==> src/rtl/wb_stage_if.sv <==
// MEM-to-WB bus: incoming instruction, data-memory response, and register-file/forwarding outputs.
interface wb_stage_if #(
  parameter int unsigned DATA_W = 32,
  parameter int unsigned ADDR_W = 5
);
  logic              in_valid;
  logic              in_ready;
  logic              in_reg_write;
  logic [ADDR_W-1:0] in_dest;
  logic [DATA_W-1:0] in_alu_result;
  logic              in_mem_to_reg;
  logic [1:0]        in_load_size;
  logic              in_load_unsigned;
  logic              flush;
  logic [DATA_W-1:0] mem_rdata;
  logic              mem_rvalid;
  logic              RegWrite;
  logic [ADDR_W-1:0] write_addr;
  logic [DATA_W-1:0] write_data;
  logic              fwd_valid;
  logic [ADDR_W-1:0] fwd_addr;
  logic [DATA_W-1:0] fwd_data;

  modport slave (
    input  in_valid, in_reg_write, in_dest, in_alu_result, in_mem_to_reg,
           in_load_size, in_load_unsigned, flush, mem_rdata, mem_rvalid,
    output in_ready, RegWrite, write_addr, write_data, fwd_valid, fwd_addr, fwd_data
  );

  modport master (
    output in_valid, in_reg_write, in_dest, in_alu_result, in_mem_to_reg,
           in_load_size, in_load_unsigned, flush, mem_rdata, mem_rvalid,
    input  in_ready, RegWrite, write_addr, write_data, fwd_valid, fwd_addr, fwd_data
  );
endinterface

==> src/rtl/wb_stage.sv <==
// MEM/WB pipeline register: aligns load data, waits on slow memory and drives the
// register-file write port plus a persistent forwarding entry.
module wb_stage #(
  parameter int unsigned DATA_W = 32,
  parameter int unsigned ADDR_W = 5
) (
  input logic       clk,
  input logic       rst,
  wb_stage_if.slave bus
);

  localparam logic StIdle    = 1'b0;
  localparam logic StWaitMem = 1'b1;

  function automatic logic [DATA_W-1:0] align_load(input logic [DATA_W-1:0] rdata,
                                                   input logic [1:0]        off,
                                                   input logic [1:0]        size,
                                                   input logic              uns);
    logic [7:0]  b;
    logic [15:0] h;
    unique case (off)
      2'd0:    b = rdata[7:0];
      2'd1:    b = rdata[15:8];
      2'd2:    b = rdata[23:16];
      default: b = rdata[31:24];
    endcase
    h = off[1] ? rdata[31:16] : rdata[15:0];
    case (size)
      2'b00:   return {{(DATA_W-8){~uns & b[7]}}, b};
      2'b01:   return {{(DATA_W-16){~uns & h[15]}}, h};
      default: return rdata;
    endcase
  endfunction

  logic              state_q, state_d;
  logic [ADDR_W-1:0] dest_q, dest_d;
  logic [1:0]        off_q, off_d;
  logic [1:0]        size_q, size_d;
  logic              uns_q, uns_d;
  logic              rw_q, rw_d;

  logic              regwrite_q;
  logic [ADDR_W-1:0] waddr_q;
  logic [DATA_W-1:0] wdata_q;
  logic              fwd_valid_q;
  logic [ADDR_W-1:0] fwd_addr_q;
  logic [DATA_W-1:0] fwd_data_q;

  logic              commit;
  logic              c_rw;
  logic [ADDR_W-1:0] c_dest;
  logic [DATA_W-1:0] c_data;
  logic              ready;

  always_comb begin
    state_d = state_q;
    dest_d  = dest_q;
    off_d   = off_q;
    size_d  = size_q;
    uns_d   = uns_q;
    rw_d    = rw_q;
    commit  = 1'b0;
    c_rw    = 1'b0;
    c_dest  = '0;
    c_data  = '0;
    ready   = (state_q == StIdle);
    case (state_q)
      StIdle: begin
        if (bus.in_valid && !bus.flush) begin
          if (!bus.in_mem_to_reg) begin
            commit = 1'b1;
            c_rw   = bus.in_reg_write;
            c_dest = bus.in_dest;
            c_data = bus.in_alu_result;
          end else if (bus.mem_rvalid) begin
            commit = 1'b1;
            c_rw   = bus.in_reg_write;
            c_dest = bus.in_dest;
            c_data = align_load(bus.mem_rdata, bus.in_alu_result[1:0], bus.in_load_size,
                                bus.in_load_unsigned);
          end else begin
            state_d = StWaitMem;
            dest_d  = bus.in_dest;
            off_d   = bus.in_alu_result[1:0];
            size_d  = bus.in_load_size;
            uns_d   = bus.in_load_unsigned;
            rw_d    = bus.in_reg_write;
          end
        end
      end
      StWaitMem: begin
        // Flush wins over a response arriving in the same cycle.
        if (bus.flush) begin
          state_d = StIdle;
        end else if (bus.mem_rvalid) begin
          state_d = StIdle;
          commit  = 1'b1;
          c_rw    = rw_q;
          c_dest  = dest_q;
          c_data  = align_load(bus.mem_rdata, off_q, size_q, uns_q);
        end
      end
      default: state_d = StIdle;
    endcase
  end

  always_ff @(posedge clk or posedge rst) begin
    if (rst) begin
      state_q     <= StIdle;
      dest_q      <= '0;
      off_q       <= '0;
      size_q      <= '0;
      uns_q       <= 1'b0;
      rw_q        <= 1'b0;
      regwrite_q  <= 1'b0;
      waddr_q     <= '0;
      wdata_q     <= '0;
      fwd_valid_q <= 1'b0;
      fwd_addr_q  <= '0;
      fwd_data_q  <= '0;
    end else begin
      state_q    <= state_d;
      dest_q     <= dest_d;
      off_q      <= off_d;
      size_q     <= size_d;
      uns_q      <= uns_d;
      rw_q       <= rw_d;
      regwrite_q <= commit & c_rw & (c_dest != '0);
      if (commit) begin
        waddr_q <= c_dest;
        wdata_q <= c_data;
      end
      if (commit && c_rw) begin
        fwd_valid_q <= (c_dest != '0);
        fwd_addr_q  <= c_dest;
        fwd_data_q  <= c_data;
      end
    end
  end

  assign bus.in_ready   = ready;
  assign bus.RegWrite   = regwrite_q;
  assign bus.write_addr = waddr_q;
  assign bus.write_data = wdata_q;
  assign bus.fwd_valid  = fwd_valid_q;
  assign bus.fwd_addr   = fwd_addr_q;
  assign bus.fwd_data   = fwd_data_q;

endmodule

==> src/flat_wrapper.sv <==
// flat-port wrapper written by rule: the top's interface ports become plain ports
module wb_stage_flat 
#(
  parameter int unsigned DATA_W = 32,
  parameter int unsigned ADDR_W = 5
)
  (clk, rst, bus_in_valid, bus_in_reg_write, bus_in_dest, bus_in_alu_result, bus_in_mem_to_reg, bus_in_load_size, bus_in_load_unsigned, bus_flush, bus_mem_rdata, bus_mem_rvalid, bus_in_ready, bus_RegWrite, bus_write_addr, bus_write_data, bus_fwd_valid, bus_fwd_addr, bus_fwd_data);
  wb_stage_if #(.DATA_W(DATA_W), .ADDR_W(ADDR_W)) bus_i ();
  input logic clk;
  input logic rst;
  input wire logic [$bits(bus_i.in_valid)-1:0] bus_in_valid;
  input wire logic [$bits(bus_i.in_reg_write)-1:0] bus_in_reg_write;
  input wire logic [$bits(bus_i.in_dest)-1:0] bus_in_dest;
  input wire logic [$bits(bus_i.in_alu_result)-1:0] bus_in_alu_result;
  input wire logic [$bits(bus_i.in_mem_to_reg)-1:0] bus_in_mem_to_reg;
  input wire logic [$bits(bus_i.in_load_size)-1:0] bus_in_load_size;
  input wire logic [$bits(bus_i.in_load_unsigned)-1:0] bus_in_load_unsigned;
  input wire logic [$bits(bus_i.flush)-1:0] bus_flush;
  input wire logic [$bits(bus_i.mem_rdata)-1:0] bus_mem_rdata;
  input wire logic [$bits(bus_i.mem_rvalid)-1:0] bus_mem_rvalid;
  output wire logic [$bits(bus_i.in_ready)-1:0] bus_in_ready;
  output wire logic [$bits(bus_i.RegWrite)-1:0] bus_RegWrite;
  output wire logic [$bits(bus_i.write_addr)-1:0] bus_write_addr;
  output wire logic [$bits(bus_i.write_data)-1:0] bus_write_data;
  output wire logic [$bits(bus_i.fwd_valid)-1:0] bus_fwd_valid;
  output wire logic [$bits(bus_i.fwd_addr)-1:0] bus_fwd_addr;
  output wire logic [$bits(bus_i.fwd_data)-1:0] bus_fwd_data;
  assign bus_i.in_valid = bus_in_valid;
  assign bus_i.in_reg_write = bus_in_reg_write;
  assign bus_i.in_dest = bus_in_dest;
  assign bus_i.in_alu_result = bus_in_alu_result;
  assign bus_i.in_mem_to_reg = bus_in_mem_to_reg;
  assign bus_i.in_load_size = bus_in_load_size;
  assign bus_i.in_load_unsigned = bus_in_load_unsigned;
  assign bus_i.flush = bus_flush;
  assign bus_i.mem_rdata = bus_mem_rdata;
  assign bus_i.mem_rvalid = bus_mem_rvalid;
  assign bus_in_ready = bus_i.in_ready;
  assign bus_RegWrite = bus_i.RegWrite;
  assign bus_write_addr = bus_i.write_addr;
  assign bus_write_data = bus_i.write_data;
  assign bus_fwd_valid = bus_i.fwd_valid;
  assign bus_fwd_addr = bus_i.fwd_addr;
  assign bus_fwd_data = bus_i.fwd_data;
  wb_stage #(.DATA_W(DATA_W), .ADDR_W(ADDR_W)) u_core (.clk(clk), .rst(rst), .bus(bus_i));
endmodule
==> config.mk <==
export PLATFORM = sky130hd
export DESIGN_NAME = wb_stage_flat
export DESIGN_NICKNAME = d
export VERILOG_FILES = /design/src/rtl/wb_stage_if.sv /design/src/rtl/wb_stage.sv /design/src/flat_wrapper.sv
export SDC_FILE = /design/constraint.sdc
export NUM_CORES = 1
export LEC_CHECK = 0
export BUFFER_PORTS_ARGS = -buffer_cell sky130_fd_sc_hd__buf_4
export CORE_MARGIN = 3
export CORE_UTILIZATION = 55
export CTS_CLUSTER_DIAMETER = 50
export DETAILED_ROUTE_END_ITERATION = 6
export PLACE_DENSITY = 0.91
export SLEW_MARGIN = 20
export SYNTH_ARGS = -nofsm -noshare
export SYNTH_HDL_FRONTEND = slang
export SYNTH_SLANG_ARGS = --single-unit
==> constraint.sdc <==
create_clock -name clk -period 3.9 [get_ports clk]
set_input_delay 0.195 -clock clk [delete_from_list [all_inputs] [get_ports clk]]
set_output_delay 0.195 -clock clk [all_outputs]
set_load 0.02 [all_outputs]
==> summary.txt, run 1 <==
Status
  • Status: finished with violations
  • Failing checks: design-rule violations

Place
  • Placed Cells: approximately 860
  • Port Buffers: 155
  • DP Wirelength: 12400 um
  • Placer Congestion: 0.943
  • DP Worst Slack: approximately 1.3 ns

Die
  • IO Pins: 156
  • # rows: 35
  • Initial Util: 0.573
  • CORE AREA: 0.00933 mm^2
  • Die W: 105 um
  • Full die area: 0.0109 mm^2
  • Die Span Y: 105 um

Cells and area
  • Nets: 822
  • Most common cell after layout, fill and taps aside: buf_4
  • Area grow syn2layout: 25.3%
  • Core Util, Final: 0.718
  • Layout cells sized above 1: 0.298
  • Antenna Cells: 0
  • Post-Layout Cell Count: a little under 900
  • Most frequent cells in the layout: buf_4 (163), nand2_1 (94), dfrtp_1 (88)

Power
  • Seq pwr share: 0.415
  • Clk pwr share: 0.212
  • Pwr per Cell Area: around 450 mW/mm^2
  • Worst vdd ir: approximately 0.35 mV
  • Switching share of power: 0.373
  • Pint: 1890 uW
  • Comb pwr share: 0.373
  • LEAKAGE: 0.00335 uW
  • Sw power: 1130 uW

Logic synthesis
  • Post-synthesis cell area: 0.00534 mm^2
  • Syn avg cell area: 8.67 um^2
  • Syn Inst Count: 616
  • Distinct cells, synth: 53
  • Post-synth EDFFs: 0
  • Syn_nets: around 700
  • Synth Warn #: 0
  • Ys async rst share: 1.00
  • Seq cells post-synth: 88
  • Post-synth top flop: dfrtp_1
  • Sequential area share after synthesis: 0.412

Timing
  • RSZ-0062 raised after global routing: no
  • Fin crit period: approximately 2.7 ns
  • Slew headroom: 0.268
  • Final Slew Violations: 0
  • Fmax achieved: 374 MHz
  • Min setup slack post-route: 1.23 ns
  • Final setup vio count: 0
  • Final worst clock skew: 0.00801 ns
  • Hold Vio Cnt, Final: 0
  • Setup TNS: 0 ns
  • Worst-Margin Slew: ~1.1 ns
  • Final period util: 0.685

Detailed routing
  • DRT iter0 DRCs: 555
  • Via density: 6.35
  • Number of routed nets with antenna violations: 0
  • Routed vias: 5572
  • DR DRC count: 3
  • First-pass DRT Iterations: 7
  • WL final: 17600 um
  • Detailed-route wire length per cell: about 20 um

Critical path
  • Critical path arrival: 2.92 ns
  • Critical path endpoint category: flip-flop
  • Worst Setup Start Kind: flip-flop
  • CP Max Fanout: 24
  • Setup CP Type: reg2reg
  • CP required: 4.15 ns
  • Crit. Startpoint: u_core.off_q[1]
  • Worst r2r src: u_core.off_q[1]

Clocking
  • CTS clk-pin slew, worst paths: 0.09 ns
  • Clock Latency Late Sink: 0.36 ns
  • Sink Count: 88
  • Post-CTS Setup Bufs: 0
  • Hold-fix buffers at CTS: 0
  • Clock tree root driver cell: clkbuf_8
  • Post-CTS resize count: 0
  • H-tree Lvls: 3
  • Clk buf depth: 2
  • CTS tree: yes
  • Total CTS buffers: 9

Global routing
  • Gr usage total: 0.322
  • First-pass GRT wire length: 28500 um
  • Number of global-route vias before repair: 5624
  • Total gr overflow: 0
  • Largest net degree at the start of global routing: between 50 and 60
  • Initial antenna violation count: 0

Worst hold path
  • HP Class: in2async

Run
  • Max-cap viol count: 0
## layer usage
layer / up-vias / GRT usage / wire (um)
met1: 2694 / 0.411 / 6960
met5: - / 0 / 0
met2: 356 / 0.534 / 8450
met3: 47 / 0.0704 / 1720
li1: 2475 / - / -
met4: 0 / 0.126 / 520
## synth_stat cells (all sizes together), types with 2 or more instances
library cell | instances | area [um^2]
nand3 | 21 | 105
buf | 19 | 136
nand2 | 95 | 357
mux2i | 2 | 20.0
a21oi | 77 | 423
nor2 | 39 | 154
a41o | 2 | 20.0
a221oi | 2 | 23.8
nand3b | 3 | 22.5
a22o | 2 | 17.5
a211oi | 9 | 67.6
and2 | 2 | 12.5
nor3 | 6 | 30.0
a21o | 3 | 22.5
nor2b | 15 | 93.8
and3b | 6 | 52.6
dfrtp | 88 | 2200
o22a | 5 | 43.8
o21ai | 29 | 145
a31oi | 24 | 150
mux2 | 29 | 342
and3 | 16 | 100
clkbuf | 28 | 105
nand2b | 12 | 75.1
a221o | 16 | 160
a22oi | 11 | 82.6
nor3b | 4 | 35.0
a211o | 16 | 140
inv | 23 | 86.3
## worst max-delay path, stage by stage, from the launching register on
cell	delay, ns
dfrtp_1	0.87
mux2_4	0.37
a22o_1	0.26
o221ai_4	0.59
a21oi_1	0.14
a211o_1	0.33
## stage by stage
| step | hold slack [ns] | cell area, um^2 | total power, uW |
|---|---|---|---|
| 2_1_floorplan | 0.293 | 5340 | 1900 |
| 3_3_place_gp | 0.412 | 6490 | 2340 |
| 3_5_place_dp | 0.423 | 6500 | 2380 |
| 4_1_cts | 0.0386 | 6690 | 3020 |
| 5_1_grt | 0.0324 | 6690 | 3170 |
| 6_report | 0.0176 | 6690 | 3020 |
## path summary, 6_finish.rpt
| check | cells past startpoint | slack (ns) | to |
|---|---|---|---|
| max in group asynchronous | 3 | 2.92 | u_core.bus.write_data[29] |
| worst min-delay path | 2 | 0.02 | u_core.bus.fwd_data[4] |
| worst min register to register | 2 | 0.49 | u_core.bus.write_data[11] |
| worst max-delay path | 5 | 1.23 | u_core.bus.fwd_data[31] |
| worst max register to register | 5 | 1.23 | u_core.bus.fwd_data[31] |
| min in group clk | 2 | 0.05 | u_core.state_q |
## kinds of logic (layout without fill, tap and decap cells)
kind of cell	count (synthesis)	count (layout)	synth area share
multiplexers	31	31	0.0677
AND/OR/NAND/NOR	222	222	0.198
AO/OA/AOI/OAI	205	205	0.260
buffers and inverters	70	202	0.0614
flip-flops	88	88	0.412
## power groups by stage
stage	sequential, uW	clock (uW)	combinational, uW
global route	1280	683	1210
detailed placement	1270	0	1120
global placement	1260	0	1090
CTS	1250	644	1120
floorplan	1420	0	481
finish	1260	640	1130
## sequential cells by signal (all words and copies together), names as in the netlist
register               count
u_core.rw_q                1
u_core.bus.fwd_valid       1
u_core.bus.fwd_addr        5
u_core.dest_q              5
u_core.off_q               2
u_core.bus.fwd_data       32
u_core.bus.write_data     32
u_core.bus.RegWrite        1
u_core.size_q              2
u_core.uns_q               1
u_core.bus.write_addr      5
u_core.state_q             1
## final cells by class
class                      instances  area [um^2]
clock buffer                       9          124
clock inverter                     7         71.3
fill                             738         2640
inverter                          23         87.6
multi-input combinational        458         2820
sequential                        88         2200
tap                              129          161
timing repair buffer             163         1220
Note: power is estimated with default switching activity, not from simulation.
==> run 2, diff against run 1 <==
--- a/config.mk
+++ b/config.mk
@@ -7,10 +7,10 @@
 export LEC_CHECK = 0
 export BUFFER_PORTS_ARGS = -buffer_cell sky130_fd_sc_hd__buf_4
 export CORE_MARGIN = 3
-export CORE_UTILIZATION = 55
+export CORE_UTILIZATION = 48
 export CTS_CLUSTER_DIAMETER = 50
 export DETAILED_ROUTE_END_ITERATION = 6
-export PLACE_DENSITY = 0.91
+export PLACE_DENSITY = 0.85
 export SLEW_MARGIN = 20
 export SYNTH_ARGS = -nofsm -noshare
 export SYNTH_HDL_FRONTEND = slang
==> constraint.sdc (replaced) <==
create_clock -name clk -period 2.25 [get_ports clk]
set_input_delay 0.1125 -clock clk [delete_from_list [all_inputs] [get_ports clk]]
set_output_delay 0.1125 -clock clk [all_outputs]
set_load 0.02 [all_outputs]
==> run 2 against run 1 <==
Compared with the run above: the flow now finishes without violations; worst setup slack got worse by 1.1 ns; register-to-register slack got worse by 1.1 ns; routed wire length increased by 0.95%; global-route usage decreased by 4.4 points; sequential power increased by 71%; count of clock-buffer cells in the layout unchanged; power increased by 77%; clock power increased by 80%; clock skew increased by 0.0053 ns; via count increased by 1.1%; critical endpoint is now u_core.bus.fwd_data[29]; highest routed layer unchanged.
==> summary.txt, run 2 (synthesis gave the netlist of run 1 again) <==
Cells and area
  • Post-route cell area: 0.00694 mm^2 (was 0.00669 mm^2)
  • Most frequent cells in the layout: buf_4 (176), nand2_1 (94), dfrtp_1 (88) (was buf_4 (163), nand2_1 (94), dfrtp_1 (88))
  • Layout cells sized above 1: 0.308 (was 0.298)
  • Antenna Cells: 0 (unchanged)
  • Most common cell after layout, fill and taps aside: buf_4 (unchanged)
  • Nets: 846 (was 822)
  • Post-Layout Cell Count: 908 (was 877)
  • Area grow syn2layout: 30.0% (was 25.3%)

Global routing
  • First-pass GRT wire length: 28300 um (was 28500 um)
  • Number of global-route vias before repair: 5619 (was 5624)
  • Total gr overflow: 0 (unchanged)
  • Initial antenna violation count: 0 (unchanged)
  • Largest net degree at the start of global routing: 89 (was 56)
  • Gr usage total: 0.278 (was 0.322)

Die
  • Initial Util: 0.506 (was 0.573)
  • # rows: 37 (was 35)
  • Full die area: 0.0124 mm^2 (was 0.0109 mm^2)
  • CORE AREA: 0.0106 mm^2 (was 0.00933 mm^2)
  • Die Span Y: 111 um (was 105 um)
  • Die W: 111 um (was 105 um)
  • IO Pins: 156 (unchanged)

Power
  • LEAKAGE: 0.00347 uW (was 0.00335 uW)
  • Worst vdd ir: 0.418 mV (was 0.346 mV)
  • Pwr per Cell Area: 770 mW/mm^2 (was 451 mW/mm^2)
  • Overall Power: 5350 uW (was 3020 uW)

Detailed routing
  • Detailed-route wire length per cell: 19.6 um (was 20.1 um)
  • First-pass DRT Iterations: 6 (was 7)
  • DRT iter0 DRCs: 451 (was 555)
  • Number of routed nets with antenna violations: 0 (unchanged)
  • WL final: 17800 um (was 17600 um)
  • DR DRC count: 0 (was 3)
  • Routed vias: 5636 (was 5572)
  • Via density: 6.21 (was 6.35)

Critical path
  • Slowest CP cell: dfrtp_1 (unchanged)
  • Slowest stage delay, CP: 0.45 ns (was 0.87 ns)
  • Buffer and inverter count on the worst path: 1 (was 0)
  • CP required: 2.49 ns (was 4.15 ns)
  • Critical path's top delay family: compound AO/OA/AOI/OAI gates (unchanged)
  • Critical path arrival: 2.32 ns (was 2.92 ns)
  • Setup CP Type: reg2reg (unchanged)
  • Critical path endpoint category: flip-flop (unchanged)
  • Critical path cell sequence: mux2_4 > a22o_1 > o221ai_4 > buf_4 > a21oi_1 > a211o_1 (was mux2_4 > a22o_1 > o221ai_4 > a21oi_1 > a211o_1)
  • CP Max Fanout: 15 (was 24)
  • Worst Setup Start Kind: flip-flop (unchanged)

Clocking
  • CTS clk-pin slew, worst paths: 0.09 ns (about the same)
  • Clock Latency Late Sink: 0.36 ns (about the same)
  • Clock tree root driver cell: clkbuf_8 (unchanged)
  • CTS tree: yes (unchanged)
  • Post-CTS resize count: 0 (unchanged)
  • H-tree Lvls: 3 (unchanged)
  • Sink Count: 88 (unchanged)
  • Clk buf depth: 2 (unchanged)
  • Total CTS buffers: 9 (unchanged)

Timing
  • Setup TNS: 0 ns (unchanged)
  • Fin crit period: 2.08 ns (was 2.67 ns)
  • Final Slew Violations: 0 (unchanged)
  • Final setup vio count: 0 (unchanged)
  • Fmax achieved: 481 MHz (was 374 MHz)
  • Worst-Margin Slew: 0.795 ns (was 1.10 ns)
  • Hold Vio Cnt, Final: 0 (unchanged)
  • Slew headroom: 0.469 (was 0.268)
  • Final period util: 0.923 (was 0.685)
  • RSZ-0062 raised after global routing: no (unchanged)
  • Final worst clock skew: 0.0133 ns (was 0.00801 ns)

Run
  • Max-cap viol count: 0 (unchanged)

Worst hold path
  • HP Class: in2reg (was in2async)

Place
  • DP Area: 0.00664 mm^2 (was 0.00650 mm^2)
  • Placer Congestion: 0.942 (was 0.943)
  • DP Wirelength: 12800 um (was 12400 um)
  • Port Buffers: 155 (unchanged)
  • Placed Cells: 883 (was 861)

Status
  • Status: finished clean (was finished with violations)
run 2: cell count changes in the layout (fill, tap and decap cells not counted):
cell           delta
inv_6             -1
buf_12            +2
dlygate4sd3_1     +9
clkinvlp_4        +1
buf_4            +13
inv_8             +1
clkinv_2          -3
clkinv_4          +2
run 2: stage by stage:
step	hold slack [ns]	setup WS, ns	utilization
2_1_floorplan	0.211	0.375	-
3_3_place_gp	0.278	0.330	0.629
3_5_place_dp	0.289	0.219	0.629
4_1_cts	0.0349	0.206	0.657
5_1_grt	0.0363	0.102	0.658
6_report	0.0480	0.173	0.658
run 2: report_power, final:
| part | total [uW] | internal, uW | switching, uW |
|---|---|---|---|
| clock network | 1150 | 527 | 625 |
| logic | 2050 | 911 | 1140 |
| registers | 2150 | 1910 | 236 |
| total | 5350 | 3350 | 2000 |
run 2: what timing repair did:
item	in CTS	in global routing
buffers inserted	0	0
endpoints found under the setup margin	0	0
hold buffers	9	0
endpoints found under the hold margin	97	0
run 2: worst paths after layout:
path / from / slack, ns / endpoint / depth (start not counted)
max: u_core.off_q[1] / 0.17 / u_core.bus.fwd_data[29] / 6
min: bus_in_load_unsigned / 0.05 / u_core.uns_q / 2
max reg2reg: u_core.off_q[1] / 0.17 / u_core.bus.fwd_data[29] / 6
min reg2reg: u_core.bus.write_data[12] / 0.48 / u_core.bus.write_data[12] / 2
max in group asynchronous: rst / 1.45 / u_core.bus.fwd_data[29] / 4
min in group asynchronous: rst / 0.44 / u_core.bus.fwd_data[5] / 4
run 2: area by class of cell:
cell class / instances / area, um^2
fillers: 872 / 3610
repair buffers: 187 / 1450
multi-input cells: 458 / 2820
clock buffers: 9 / 124
well taps: 136 / 170
clock inverters: 7 / 81.3
inverters: 23 / 90.1
flip-flops and latches: 88 / 2200
run 2: metal layers:
metal	GRT usage	vias up	part of all wire
li1	-	2520	-
met1	0.353	2711	0.39
met2	0.461	354	0.48
met3	0.0609	51	0.095
met4	0.113	0	0.034
met5	0	-	0
==> run 3, diff against run 2 <==
--- a/config.mk
+++ b/config.mk
@@ -6,7 +6,6 @@
 export NUM_CORES = 1
 export LEC_CHECK = 0
 export BUFFER_PORTS_ARGS = -buffer_cell sky130_fd_sc_hd__buf_4
-export CORE_MARGIN = 3
 export CORE_UTILIZATION = 48
 export CTS_CLUSTER_DIAMETER = 50
 export DETAILED_ROUTE_END_ITERATION = 6
==> run 3 against run 2 <==
Compared with the run above: power increased by 2.0%; clock skew about the same; critical path depth increased by 2; global-route usage increased by 4.6 points; maximum frequency increased by 1.0%; sequential cell count unchanged; routed wire length increased by 3.0%; combinational power about the same; worst hold slack got worse by 0.012 ns; non-clock buffer count increased by 3; design area increased by 0.47%; critical endpoint is now u_core.bus.fwd_addr[1]; largest cell class unchanged.
==> summary.txt, run 3 (synthesis gave the netlist of run 1 again) <==
Run
  • Max-cap viol count: 0 (unchanged)

Critical path
  • Slowest stage delay, CP: 0.55 ns (was 0.45 ns)
  • Critical path endpoint category: flip-flop (unchanged)
  • Most frequent cell on the critical path: buf_4
  • Critical path arrival: 2.34 ns (was 2.32 ns)
  • Worst Setup Start Kind: input pin (was flip-flop)
  • Slowest CP cell: dlygate4sd3_1 (was dfrtp_1)
  • Setup CP Type: in2reg (was reg2reg)
  • Critical path cell sequence: dlygate4sd3_1 > buf_4 > and3b_1 > nand2_1 > nand2_2 > buf_4 > nor2_1 > a21oi_1 (was mux2_4 > a22o_1 > o221ai_4 > buf_4 > a21oi_1 > a211o_1)
  • Reg2Reg Setup Slack: 0.22 ns (was 0.17 ns)
  • CP required: 2.54 ns (was 2.49 ns)
  • CP Max Fanout: 34 (was 15)

Clocking
  • Post-CTS Setup Bufs: 0 (unchanged)
  • Sink Count: 88 (unchanged)
  • Total CTS buffers: 9 (unchanged)
  • Clock tree root driver cell: clkbuf_8 (unchanged)
  • Clk buf depth: 2 (unchanged)
  • CTS tree: yes (unchanged)
  • Clock Latency Late Sink: 0.37 ns (was 0.36 ns)
  • H-tree Lvls: 3 (unchanged)
  • CTS clk-pin slew, worst paths: 0.08 ns (was 0.09 ns)

Detailed routing
  • Detailed-route wire length per cell: 20.0 um (was 19.6 um)
  • DR DRC count: 0 (unchanged)
  • Routed vias: 5632 (was 5636)
  • WL final: 18300 um (was 17800 um)
  • Number of routed nets with antenna violations: 0 (unchanged)
  • DRT iter0 DRCs: 639 (was 451)
  • First-pass DRT Iterations: 5 (was 6)
  • Via density: 6.16 (was 6.21)

Die
  • CORE AREA: 0.0108 mm^2 (was 0.0106 mm^2)
  • # rows: 38 (was 37)
  • IO Pins: 156 (unchanged)
  • Initial Util: 0.493 (was 0.506)
  • Full die area: 0.0116 mm^2 (was 0.0124 mm^2)
  • Die Span Y: 107 um (was 111 um)
  • Die W: 107 um (was 111 um)

Power
  • Seq pwr share: 0.393 (was 0.401)
  • LEAKAGE: 0.00349 uW (was 0.00347 uW)
  • Worst vdd ir: 0.395 mV (was 0.418 mV)
  • Clk pwr share: 0.228 (was 0.215)
  • Sw power: 1980 uW (was 2000 uW)
  • Switching share of power: 0.363 (was 0.374)
  • Overall Power: 5450 uW (was 5350 uW)
  • Pint: 3480 uW (was 3350 uW)
  • Comb pwr share: 0.379 (was 0.383)
  • Pwr per Cell Area: 782 mW/mm^2 (was 770 mW/mm^2)

Place
  • DP Worst Slack: 0.266 ns (was 0.219 ns)
  • Placer Congestion: 0.920 (was 0.942)
  • DP Wirelength: 12900 um (was 12800 um)
  • Port Buffers: 155 (unchanged)
  • Placed Cells: 890 (was 883)

Timing
  • RSZ-0062 raised after global routing: no (unchanged)
  • Final worst clock skew: 0.0128 ns (was 0.0133 ns)
  • Final period util: 0.914 (was 0.923)
  • Fin crit period: 2.06 ns (was 2.08 ns)
  • Hold slack: 0.0357 ns (was 0.0480 ns)
  • Final Slew Violations: 0 (unchanged)
  • Final setup vio count: 0 (unchanged)
  • Slew headroom: 0.409 (was 0.469)
  • Min setup slack post-route: 0.194 ns (was 0.173 ns)
  • Fmax achieved: 486 MHz (was 481 MHz)
  • Hold Vio Cnt, Final: 0 (unchanged)
  • Worst-Margin Slew: 0.886 ns (was 0.795 ns)
  • Setup TNS: 0 ns (unchanged)

Cells and area
  • Antenna Cells: 0 (unchanged)
  • Area grow syn2layout: 30.6% (was 30.0%)
  • Most common cell after layout, fill and taps aside: buf_4 (unchanged)
  • Post-Layout Cell Count: 915 (was 908)
  • # fillers: 924 (was 872)
  • Layout cells sized above 1: 0.311 (was 0.308)
  • Reg area: 0.00220 mm^2 (unchanged)
  • Nets: 849 (was 846)
  • Area taken by multi-input logic gates: 0.00283 mm^2 (was 0.00282 mm^2)
  • Most frequent cells in the layout: buf_4 (180), nand2_1 (93), dfrtp_1 (88) (was buf_4 (176), nand2_1 (94), dfrtp_1 (88))

Global routing
  • First-pass GRT wire length: 28700 um (was 28300 um)
  • Gr usage total: 0.324 (was 0.278)
  • Initial antenna violation count: 0 (unchanged)
  • Number of global-route vias before repair: 5651 (was 5619)
  • Total gr overflow: 0 (unchanged)
  • Largest net degree at the start of global routing: 89 (unchanged)

Worst hold path
  • HP Class: in2reg (unchanged)

Status
  • Status: finished clean (unchanged)
==> run 3: changes by cell type in the layout (fill, tap and decap cells not counted), sizes merged <==
cell | previous run | this run
buf | 178 | 181
bufinv | 1 | 2
clkbuf | 9 | 11
clkinv | 5 | 2
==> run 3: critical path: cells and delay by family <==
kind	cells	cell delay (ns)
AOI/OAI and AO/OA	1	0.15
and+or+nand+nor	4	0.99
buffers and inverters	3	1.07
==> run 3: metal layers <==
layer  up-vias  GRT usage  wire length, um
met5         -          0                0
met4         0      0.178              784
met3        64     0.0557             1650
met2       360      0.537             8850
met1      2681      0.401             7060
li1       2527          -                -
==> run 3: final cells by class <==
class | count | share of cell area
clock buffers | 11 | 0.0203
clock inverters | 5 | 0.0113
inverters | 23 | 0.0129
multi-input cells | 458 | 0.405
flip-flops and latches | 88 | 0.316
well taps | 140 | 0.0251
repair buffers | 190 | 0.210
==> run 3: stage by stage <==
stage | cell area, um^2 | util
final | 6970 | 0.643
after global routing | 6970 | 0.643
after detailed placement | 6660 | 0.614
after floorplan | 5340 | -
after CTS | 6970 | 0.643
after global placement | 6660 | 0.614
==> run 3: worst paths after layout <==
path	from	endpoint	depth (start not counted)
min reg2reg	u_core.bus.write_data[11]	u_core.bus.write_data[11]	2
min in group asynchronous	rst	u_core.bus.write_data[15]	4
max in group asynchronous	rst	u_core.bus.write_addr[4]	4
max	bus_flush	u_core.bus.fwd_addr[1]	8
max reg2reg	u_core.state_q	u_core.state_q	5
min	bus_in_load_unsigned	u_core.uns_q	2
==> run 3: power by group through the flow <==
stage	clock [uW]	sequential [uW]	combinational, uW
2_1_floorplan	0	2470	835
3_3_place_gp	0	2140	1970
3_5_place_dp	0	2160	2030
4_1_cts	1260	2130	2050
5_1_grt	1320	2170	2200
6_report	1250	2140	2070
==> run 3: repair_timing <==
action,4_1_cts,5_1_grt
endpoints found under the setup margin,0,1
hold buffers,9,0
resized for setup,0,1
endpoints found under the hold margin,95,0
